$ cat config.mk
export PLATFORM = sky130hd
export DESIGN_NAME = mas_acc_seq
export DESIGN_NICKNAME = d
export VERILOG_FILES = /design/src/rtl/mas_acc_seq.sv
export SDC_FILE = /design/constraint.sdc
export NUM_CORES = 1
export LEC_CHECK = 0
export BUFFER_PORTS_ARGS = -buffer_cell sky130_fd_sc_hd__buf_2
export CAP_MARGIN = 20
export CORE_MARGIN = 10
export CORE_UTILIZATION = 50
export DETAILED_ROUTE_END_ITERATION = 10
export GPL_TIMING_DRIVEN = 0
export PLACE_DENSITY_LB_ADDON = 0.05
export SLEW_MARGIN = 15
export SYNTH_ARGS = -nofsm -noshare
export SYNTH_HDL_FRONTEND = slang
export SYNTH_SLANG_ARGS = --single-unit
export TNS_END_PERCENT = 30
$ cat constraint.sdc
create_clock -name clk -period 3.25 [get_ports clk]
set_clock_uncertainty 0.15 [all_clocks]
set_input_delay 0 -clock clk [delete_from_list [all_inputs] [get_ports clk]]
set_output_delay 0 -clock clk [all_outputs]
set_load 0.005 [all_outputs]
$ cat src/rtl/mas_acc_seq.sv
// mas_acc_seq: sequential modular add/subtract accumulator, IDLE/ACC/DONE.
// Ports: clk, rst_n, start, cfg_q, cfg_len, busy, in_valid/in_ready/in_op/in_data,
//   out_valid/out_ready/out_data/out_err. Option: MAS_ACC_RANGE_CHK_EN.
module mas_acc_seq #(
  parameter int LEN_W = 3
) (
  input  logic             clk,
  input  logic             rst_n,
  input  logic             start,
  input  logic [4:0]       cfg_q,
  input  logic [LEN_W-1:0] cfg_len,
  output logic             busy,
  input  logic             in_valid,
  output logic             in_ready,
  input  logic             in_op,
  input  logic [4:0]       in_data,
  output logic             out_valid,
  input  logic             out_ready,
  output logic [3:0]       out_data,
  output logic             out_err
);

  typedef enum logic [1:0] {
    IDLE,
    ACC,
    DONE
  } state_t;

  state_t           state, state_nxt;
  logic [3:0]       acc, acc_nxt;
  logic [4:0]       q;
  logic [LEN_W-1:0] cnt;
  logic             xfer;

  logic signed [5:0] sacc, sd, sq, t;

  assign xfer = (state == ACC) && in_valid;

  always_comb begin
    state_nxt = state;
    unique case (state)
      IDLE:    if (start) state_nxt = ACC;
      ACC:     if (xfer && cnt == '0) state_nxt = DONE;
      DONE:    if (out_ready) state_nxt = IDLE;
      default: state_nxt = IDLE;
    endcase
  end

  // 6-bit signed sum, then a single conditional wrap by Q
  always_comb begin
    sacc = $signed({2'b00, acc});
    sd   = $signed({in_data[4], in_data});
    sq   = $signed({q[4], q});
    t    = in_op ? (sacc - sd) : (sacc + sd);
    if (t < 0)        acc_nxt = 4'(t + sq);
    else if (t >= sq) acc_nxt = 4'(t - sq);
    else              acc_nxt = 4'(t);
  end

`ifdef MAS_ACC_RANGE_CHK_EN
  logic err;
  logic op_bad;

  assign op_bad = (sd < 0) || (sd >= sq);

  always_ff @(posedge clk or negedge rst_n) begin
    if (!rst_n) begin
      err <= 1'b0;
    end else if (state == IDLE && start) begin
      // Q must lie in [1,15]; as a signed 5-bit value that is simply Q > 0
      err <= ($signed(cfg_q) <= 0);
    end else if (xfer && op_bad) begin
      err <= 1'b1;
    end
  end

  assign out_err = (state == DONE) ? err : 1'b0;
`else
  logic op_bad;

  assign op_bad  = 1'b0;
  assign out_err = 1'b0;
`endif

  always_ff @(posedge clk or negedge rst_n) begin
    if (!rst_n) begin
      state <= IDLE;
      acc   <= '0;
      q     <= '0;
      cnt   <= '0;
    end else begin
      state <= state_nxt;
      if (state == IDLE && start) begin
        q   <= cfg_q;
        cnt <= cfg_len;
        acc <= '0;
      end else if (xfer) begin
        // illegal operands still decrement the count but leave acc alone
        if (!op_bad) acc <= acc_nxt;
        if (cnt != '0) cnt <= cnt - 1'b1;
      end
    end
  end

  assign busy      = (state != IDLE);
  assign in_ready  = (state == ACC);
  assign out_valid = (state == DONE);
  assign out_data  = (state == DONE) ? acc : 4'd0;

endmodule

==> flow_metrics.tcl, run 1 <==
set metrics [dict create \
    status "finished with violations" \
    violations "hold timing" \
    final_layout_size_suffix_gt1_frac 0.224 \
    period_needed_ns 3.06 \
    route.met3.wl_um 253 \
    drt-total-wl_um 2930 \
    antenna_found_initial 0 \
    clk_path_buf_depth 2 \
    clock-sinks 14 \
    p_leak_uw 0.000836 \
    rsz0062_at_grt "no" \
    hold_path_class "input port to asynchronous set/reset pin" \
    grt_overflow 0 \
    cts_max_level 1 \
    critical_path_class "flop to flop" \
    crit_required_ns 3.27 \
    wl_per_cell_um 13.2 \
    grt_pass1_vias 1151 \
    syn-cell-area_mm2 0.00133 \
    crit_start "acc[0]" \
    critPathMaxFanout 4 \
    setup_viol_count_final 0 \
    multi_input_area_um2 912 \
    mostFrequentLayoutCell "buf_2" \
    core_mm2 0.00250 \
    n_antenna_cell 0 \
    register_area_um2 350 \
    drc 0 \
    rr_worst_depth 14 \
    slowest_stage "fa_2" \
    yosys_register_bits 14 \
    drt_first_pass_iters 6 \
    grt_pass1_wl_um 5090 \
    cts_tree "yes" \
    synth.yosys.warnings 0 \
    portBuffers 25 \
    arrival_ns 3.08 \
    end_kind "flop" \
    cts_inserted_buffers 3 \
    drt_iter0_markers 49 \
    top_layer "met4" \
    cellPowerDensity_mw_per_mm2 1010 \
    met2_length_um 1330 \
    path_clk_slew_ns 0.08 \
    hold_viol 14 \
    max_stage_delay_ns 0.37 \
    vias 1132 \
    die_w_um 71.5 \
    r2r_start "acc[0]" \
    yosysUniqueCellTypes 39 \
    grt_max_degree 15 \
    dp_hpwl_um 2320 \
    yosysSeqAreaShare 0.264 \
    fillCellCount 198 \
    totalPowerFinal_uw 1700 \
    die-area_mm2 0.00512 \
    wl_met1_um 1330 \
    clk_latency_ns 0.27 \
    postSynthCellCount 149 \
    fp.dieH_um 71.5 \
    ff2ff_setup_slack_ns 0.19 \
    r2r_end "acc[2]" \
    ant_nets 0 \
    report.final.slew_viol_count 0 \
    rows 18 \
    drv_cap 0 \
    start_util 0.531 \
    gp_congestion 0.766 \
    syn_nets 187 \
    synthToLayoutAreaGrowth_pct 26.4 \
    finalNetCount 232 \
    start_kind "flop" \
    path_cells "inv_1 -> ha_1 -> fa_2 -> inv_1 -> a21o_1 -> a21oi_1 -> xnor2_1 -> ha_1 -> or3_1 -> a21oi_1 -> a21oi_2 -> mux2i_1 -> mux2i_1 -> a32o_1" \
    synth_area_per_cell_um2 8.91 \
    cts-root-buf "clkbuf_4" \
    grt_usage 0.117 \
    fmaxAchievable_ghz 0.327 \
    vdd_ir_drop_max_uv 776 \
    ios 27 \
    fin_hold_ws_ns -0.0147 \
    final_cell_mix "buf_2, inv_1, ha_1, dfrtp_1, dlygate4sd3_1" \
    finalCritPeriodShare 0.942 \
    vias_per_cell 5.10 \
]
==> cell type report <==
class / instances / area share
Timing Repair Buffer: 40 / 0.163
Multi-Input combinational cell: 114 / 0.544
Clock buffer: 3 / 0.0134
Tap cell: 30 / 0.0224
Buffer: 3 / 0.00895
Sequential cell: 14 / 0.209
Inverter: 18 / 0.0403
==> power by group <==
part           switching (uW)  internal [uW]
registers                58.9            256
clock network            52.1           42.9
logic                     654            637
total                     765            937
==> registers in the layout (all words and copies together) (netlist names) <==
| name | flops |
|---|---|
| q | 5 |
| acc | 4 |
| cnt | 3 |
| state | 2 |
==> cells in the mapped netlist <==
cell type	count	area share
o31ai_1	1	0.0057
nor2_1	12	0.034
mux2i_1	7	0.053
or3b_1	1	0.0066
nand2b_1	4	0.019
o22ai_1	1	0.0047
a21oi_1	7	0.026
and4bb_1	1	0.0094
inv_1	18	0.051
or3_1	1	0.0047
mux2_2	3	0.025
dfrtp_1	14	0.26
nand3b_1	1	0.0057
a21o_1	2	0.011
nor2b_1	2	0.0094
xnor2_1	7	0.046
o21bai_1	1	0.0057
a32o_1	1	0.0075
conb_1	1	0.0028
a21oi_2	1	0.0066
o21ai_1	2	0.0075
nor3_1	2	0.0075
clkbuf_1	2	0.0057
xor2_1	3	0.020
a211oi_2	1	0.0094
fa_1	3	0.045
o21ai_2	1	0.0066
nand3_1	2	0.0075
nand2_1	11	0.031
o21a_1	1	0.0057
a221oi_1	1	0.0066
or2_2	2	0.0094
ha_1	16	0.15
o21ai_0	8	0.030
and2_1	4	0.019
nor4b_1	1	0.0066
xnor2_4	1	0.021
o221ai_1	1	0.0066
buf_4	1	0.0057
==> cell families after synthesis <==
| family | Yosys count | synth area share |
|---|---|---|
| flip-flops | 14 | 0.264 |
| AND/OR/NAND/NOR | 44 | 0.170 |
| other | 1 | 0.00282 |
| buffers and inverters | 21 | 0.0622 |
| adder cells (fa/ha/maj) | 19 | 0.196 |
| XOR/XNOR | 11 | 0.0867 |
| multiplexers | 10 | 0.0782 |
| AO/OA/AOI/OAI | 29 | 0.140 |
==> worst max-delay path by stage <==
| stage | endpoint | slack [ns] | cells past startpoint |
|---|---|---|---|
| after global routing | acc[3] | 0.02 | 11 |
| after global placement | acc[3] | -0.06 | 16 |
| after detailed placement | acc[3] | -0.16 | 15 |
| after CTS | acc[3] | 0.005 | 11 |
| after floorplan | acc[3] | 0.27 | 15 |
| final | acc[2] | 0.19 | 14 |
==> metal layers <==
| metal | global-route usage | up-vias |
|---|---|---|
| li1 | - | 588 |
| met1 | 0.139 | 518 |
| met2 | 0.193 | 24 |
| met3 | 0.0482 | 2 |
| met4 | 0.0258 | 0 |
| met5 | 0 | - |
==> through the flow <==
step / TNS (ns) / cells / setup WS (ns) / area (um2) / utilization
after floorplan: 0 / 149 / 0.271 / 1330 / -
final: 0 / 222 / 0.188 / 1680 / 0.671
after global placement: -0.107 / 204 / -0.0648 / 1490 / 0.596
after detailed placement: -0.272 / 204 / -0.157 / 1490 / 0.596
after CTS: 0 / 221 / 0.00470 / 1650 / 0.661
after global routing: 0 / 222 / 0.0221 / 1680 / 0.671
==> what timing repair did <==
item / CTS / global route
endpoints found under the setup margin: 0 / 2
buffers inserted: 0 / 1
hold buffers: 14 / 0
hold endpoints to repair: 28 / 0
gates resized for setup: 0 / 4
==> critical path: cells and delay by family, from the launching register on <==
kind            cells  cell delay [ns]
fa+ha+maj           3             0.82
compound gates      5             0.69
flops               1             0.35
simple gates        1             0.34
mux                 2             0.29
xor+xnor            1             0.17
buf+inv             2             0.14
Note: power is estimated with default switching activity, not from simulation.
==> inputs of run 2 (changes only) <==
--- a/config.mk
+++ b/config.mk
@@ -11,7 +11,9 @@
 export CORE_UTILIZATION = 50
 export DETAILED_ROUTE_END_ITERATION = 10
 export GPL_TIMING_DRIVEN = 0
+export HOLD_SLACK_MARGIN = 0.03
 export PLACE_DENSITY_LB_ADDON = 0.05
+export RECOVER_POWER = 50
 export SLEW_MARGIN = 15
 export SYNTH_ARGS = -nofsm -noshare
 export SYNTH_HDL_FRONTEND = slang
==> flow_metrics.tcl, run 2 (same netlist as run 1, synthesis figures left out) <==
set metrics [dict create \
    n_antenna_cell 0 \
    mostFrequentLayoutCell "buf_2" \
    grt_pass1_vias 1162 \
    slew_headroom 0.580 \
    start_kind "flop" \
    grt_usage 0.120 \
    path_clk_slew_ns 0.08 \
    grt_pass1_wl_um 5220 \
    ios 27 \
    cts_max_level 1 \
    worst_slack_ns 0.186 \
    gp_congestion 0.766 \
    rows 18 \
    core_mm2 0.00250 \
    r2r_start "acc[0]" \
    reg_top3 "q: 5 flops, acc: 4 flops, cnt: 3 flops" \
    vdd_ir_drop_max_uv 778 \
    path_buf_inv 2 \
    grt_max_degree 15 \
    hold_path_class "input port to flop" \
    clk_latency_ns 0.29 \
    top_usage_layer "met2" \
    cts_tree "yes" \
    drv_cap 0 \
    critPathMaxFanout 4 \
    grt_overflow 0 \
    status "finished clean" \
    hp-start "start" \
    dp_hpwl_um 2320 \
    vias_per_cell 5.07 \
    arrival_ns 3.10 \
    setup_viol_count_final 0 \
    hold_viol 0 \
    cts-root-buf "clkbuf_4" \
    clock-sinks 14 \
    die_w_um 71.5 \
    final_cell_mix "buf_2, inv_1, dlygate4sd3_1, ha_1, dfrtp_1" \
    cp_top_family "adder cells" \
    final_area_mm2 0.00170 \
    period_needed_ns 3.06 \
    fillCellCount 199 \
    vias 1141 \
    ant_nets 0 \
    finalCritPeriodShare 0.943 \
    synthToLayoutAreaGrowth_pct 28.1 \
    largest_reg_flops 5 \
    drt_first_pass_iters 4 \
    clk_path_buf_depth 2 \
    portBuffers 25 \
    max_stage_delay_ns 0.37 \
    use_met2 0.195 \
    dpl_worst_slack_ns -0.157 \
    end_kind "flop" \
    fp.dieH_um 71.5 \
    report.final.slew_viol_count 0 \
    dpl-instance-area_mm2 0.00149 \
    hold_path_depth 4 \
    fin_cells 225 \
    crit_required_ns 3.28 \
    worst_pin_slew_ns 0.628 \
    use_met3 0.0482 \
    critical_path_class "flop to flop" \
    placed_cells 204 \
    p_leak_uw 0.000825 \
    slowest_stage "fa_2" \
    rsz0062_at_grt "no" \
    final_layout_size_suffix_gt1_frac 0.190 \
    cellPowerDensity_mw_per_mm2 1020 \
    path_cells "inv_1 -> ha_1 -> fa_2 -> inv_1 -> a21o_1 -> a21oi_1 -> xnor2_1 -> ha_1 -> or3_1 -> a21oi_1 -> a21oi_2 -> mux2i_1 -> mux2i_1 -> a32o_1" \
    fmaxAchievable_ghz 0.326 \
    die-area_mm2 0.00512 \
    start_util 0.531 \
    antenna_found_initial 0 \
    drt_iter0_markers 64 \
    path_depth 14 \
    setup_tns_ns 0 \
    cts_inserted_buffers 3 \
    crit_start "acc[0]" \
    regMostFlops "q" \
    drc 0 \
    finalNetCount 235 \
    drt-total-wl_um 3030 \
    wl_per_cell_um 13.4 \
    grt_use_met1 0.147 \
    fin_hold_ws_ns 0.0325 \
    rr_worst_depth 14 \
]
## run 2: cell types whose count changed in the layout (fill, tap and decap cells not counted)
cell           change
buf_2              -6
clkbuf_1           +6
dlygate4sd3_1      +3
## run 2: metrics by stage
step           power (uW)  utilization
2_1_floorplan        1250            -
3_3_place_gp         1470        0.596
3_5_place_dp         1510        0.596
4_1_cts              1660        0.673
5_1_grt              1920        0.680
6_report             1740        0.680
## run 2: repair_timing
action                                  4_1_cts  5_1_grt
resized for setup                             0        4
hold buffers                                 17        0
setup buffers                                 0        1
endpoints found under the setup margin        0        2
endpoints found under the hold margin        28        0
## run 2: report_power, final
group	internal (uW)	leakage (uW)	total, uW	switching (uW)
logic	660	0.000637	1320	661
registers	256	0.000174	315	59.4
clock network	43.2	0.0000138	103	60.1
total	959	0.000825	1740	781
## run 2: layer usage
layer	share of wire	up-vias	wire length [um]
li1	-	594	-
met3	0.088	4	265
met5	0	-	0
met4	0.0086	0	26
met1	0.46	518	1400
met2	0.44	25	1340
## run 2: tightest hold or removal path: stages
cell and delay (ns):
buf_2 0.10, inv_1 0.04, nor2_1 0.10, o21ai_0 0.19
## run 2: final cells by class
class	instances	area, um2	share of cell area
inverters	18	67.6	0.0397
well taps	30	37.5	0.0221
flip-flops and latches	14	350	0.206
clock buffers	3	22.5	0.0132
plain buffers	3	15.0	0.00883
multi-input cells	114	912	0.536
repair buffers	43	295	0.174
## run 2: path summary, 6_finish.rpt
check / to / slack, ns
hold reg to reg: acc[0] / 0.33
max in group asynchronous: acc[1] / 1.89
min in group asynchronous: cnt[0] / 0.66
hold / removal: cnt[2] / 0.03
setup reg to reg: acc[2] / 0.19
setup / recovery: acc[2] / 0.19
==> inputs of run 3 (changes only) <==
--- a/config.mk
+++ b/config.mk
@@ -8,9 +8,8 @@
 export BUFFER_PORTS_ARGS = -buffer_cell sky130_fd_sc_hd__buf_2
 export CAP_MARGIN = 20
 export CORE_MARGIN = 10
-export CORE_UTILIZATION = 50
+export CORE_UTILIZATION = 49
 export DETAILED_ROUTE_END_ITERATION = 10
-export GPL_TIMING_DRIVEN = 0
 export HOLD_SLACK_MARGIN = 0.03
 export PLACE_DENSITY_LB_ADDON = 0.05
 export RECOVER_POWER = 50
==> constraint.sdc (replaced) <==
create_clock -name clk -period 2.7 [get_ports clk]
set_clock_uncertainty 0.15 [all_clocks]
set_input_delay 0 -clock clk [delete_from_list [all_inputs] [get_ports clk]]
set_output_delay 0 -clock clk [all_outputs]
set_load 0.005 [all_outputs]
==> flow_metrics.tcl, run 3 (same netlist as run 1, synthesis figures left out) <==
set metrics [dict create \
    status "finished with violations" \
    violations "setup timing" \
    use_met3 0.0231 \
    fin_hold_ws_ns 0.0935 \
    largest_reg_flops 5 \
    grt_use_met1 0.143 \
    cts_max_level 1 \
    n_antenna_cell 0 \
    p_leak_uw 0.000949 \
    path_clk_slew_ns 0.08 \
    ios 27 \
    worst_slack_ns -0.233 \
    final_area_mm2 0.00193 \
    ant_nets 0 \
    start_util 0.526 \
    final_layout_size_suffix_gt1_frac 0.354 \
    clk_latency_ns 0.28 \
    finalCritPeriodShare 1.09 \
    dpl-instance-area_mm2 0.00172 \
    worst_pin_slew_ns 0.596 \
    vdd_ir_drop_max_uv 1070 \
    vias_per_cell 5.12 \
    clock-sinks 14 \
    synthToLayoutAreaGrowth_pct 45.6 \
    core_mm2 0.00252 \
    cts_tree "yes" \
    grt_pass1_wl_um 5820 \
    use_met2 0.258 \
    hold_path_class "input port to flop" \
    arrival_ns 2.95 \
    cts-root-buf "clkbuf_4" \
    rr_worst_depth 14 \
    drc 0 \
    top_usage_layer "met2" \
    die-area_mm2 0.00519 \
    dp_hpwl_um 2760 \
    critical_path_class "flop to flop" \
    crit_required_ns 2.72 \
    grt_overflow 0 \
    die_w_um 72.1 \
    start_kind "flop" \
    end_kind "flop" \
    period_needed_ns 2.93 \
    drt-total-wl_um 3440 \
    ff2ff_setup_slack_ns -0.23 \
    drv_cap 0 \
    fmaxAchievable_ghz 0.341 \
    gp_congestion 0.821 \
    placed_cells 224 \
    grt_usage 0.134 \
    grt_max_degree 17 \
    setup_viol_count_final 4 \
    fin_cells 242 \
    rows 18 \
    vias 1240 \
    hold_viol 0 \
    critPathMaxFanout 4 \
    final_cell_mix "buf_2, buf_4, inv_1, dfrtp_1, dlygate4sd3_1" \
    wl_per_cell_um 14.2 \
    rsz0062_at_grt "yes" \
    cts_inserted_buffers 3 \
    reg_top3 "q: 5 flops, acc: 4 flops, cnt: 3 flops" \
    fp.dieH_um 72.1 \
    slew_headroom 0.602 \
    report.final.slew_viol_count 0 \
    drt_first_pass_iters 4 \
    antenna_found_initial 0 \
    grt_pass1_vias 1353 \
    regMostFlops "q" \
    cellPowerDensity_mw_per_mm2 1330 \
    hold_path_depth 4 \
    portBuffers 25 \
    clk_path_buf_depth 2 \
    drt_iter0_markers 33 \
    finalNetCount 251 \
]
## run 3: cell count changes in the layout (fill, tap and decap cells not counted), moves of 3 or more
cell,delta
buf_2,+4
a21oi_1,-3
ha_1,-4
buf_4,+21
ha_4,+4
inv_1,-3
clkbuf_1,-5
dlygate4sd3_1,-4
## run 3: report_power, final
| group | internal, uW | total, uW | switching (uW) |
|---|---|---|---|
| Sequential | 308 | 380 | 71.9 |
| Combinational | 1090 | 2050 | 963 |
| Clock | 82.2 | 150 | 68.0 |
| Total | 1480 | 2580 | 1100 |
## run 3: worst paths after layout
kind | from | endpoint
min in group asynchronous | rst_n | cnt[0]
max in group asynchronous | rst_n | q[2]
min reg2reg | q[3] | q[3]
max reg2reg | acc[0] | acc[3]
max | acc[0] | acc[3]
min | start | acc[2]
## run 3: critical path, cell delays in order (launching register included)
cell	delay [ns]
dfrtp_1	0.38
inv_2	0.07
ha_4	0.16
fa_2	0.34
inv_1	0.06
a21o_1	0.11
a21oi_2	0.06
xnor2_1	0.12
ha_1	0.21
or3_4	0.40
a21oi_4	0.15
a21oi_4	0.06
mux2_4	0.31
mux2i_1	0.14
o21ai_1	0.09
## run 3: stage by stage
stage	power [uW]	setup WS [ns]	TNS [ns]	utilization
after global placement	2180	-0.249	-0.941	0.683
after CTS	2480	-0.207	-0.702	0.755
final	2580	-0.233	-0.750	0.766
after floorplan	1630	-0.0916	-0.161	-
after detailed placement	2270	-0.318	-1.18	0.683
after global routing	2810	-0.358	-1.36	0.766
## run 3: final cells by class
| cell class | instances | area (um2) |
|---|---|---|
| Clock buffer | 4 | 36.3 |
| Fill cell | 186 | 589 |
| Inverter | 18 | 70.1 |
| Multi-Input combinational cell | 114 | 1010 |
| Sequential cell | 14 | 350 |
| Tap cell | 30 | 37.5 |
| Timing Repair Buffer | 62 | 429 |
## run 3: metal layers
| metal | routed length (um) | vias to the layer above |
|---|---|---|
| li1 | - | 629 |
| met3 | 87 | 7 |
| met1 | 1420 | 582 |
| met4 | 59 | 0 |
| met5 | 0 | - |
| met2 | 1870 | 22 |
## run 3: what timing repair did
item                       4_1_cts  5_1_grt
hold endpoints to repair        28        0
buffers inserted                 0        1
pin swaps                        5        1
hold buffers                    13        0
resized for setup                3        4
setup endpoints to repair        4        4
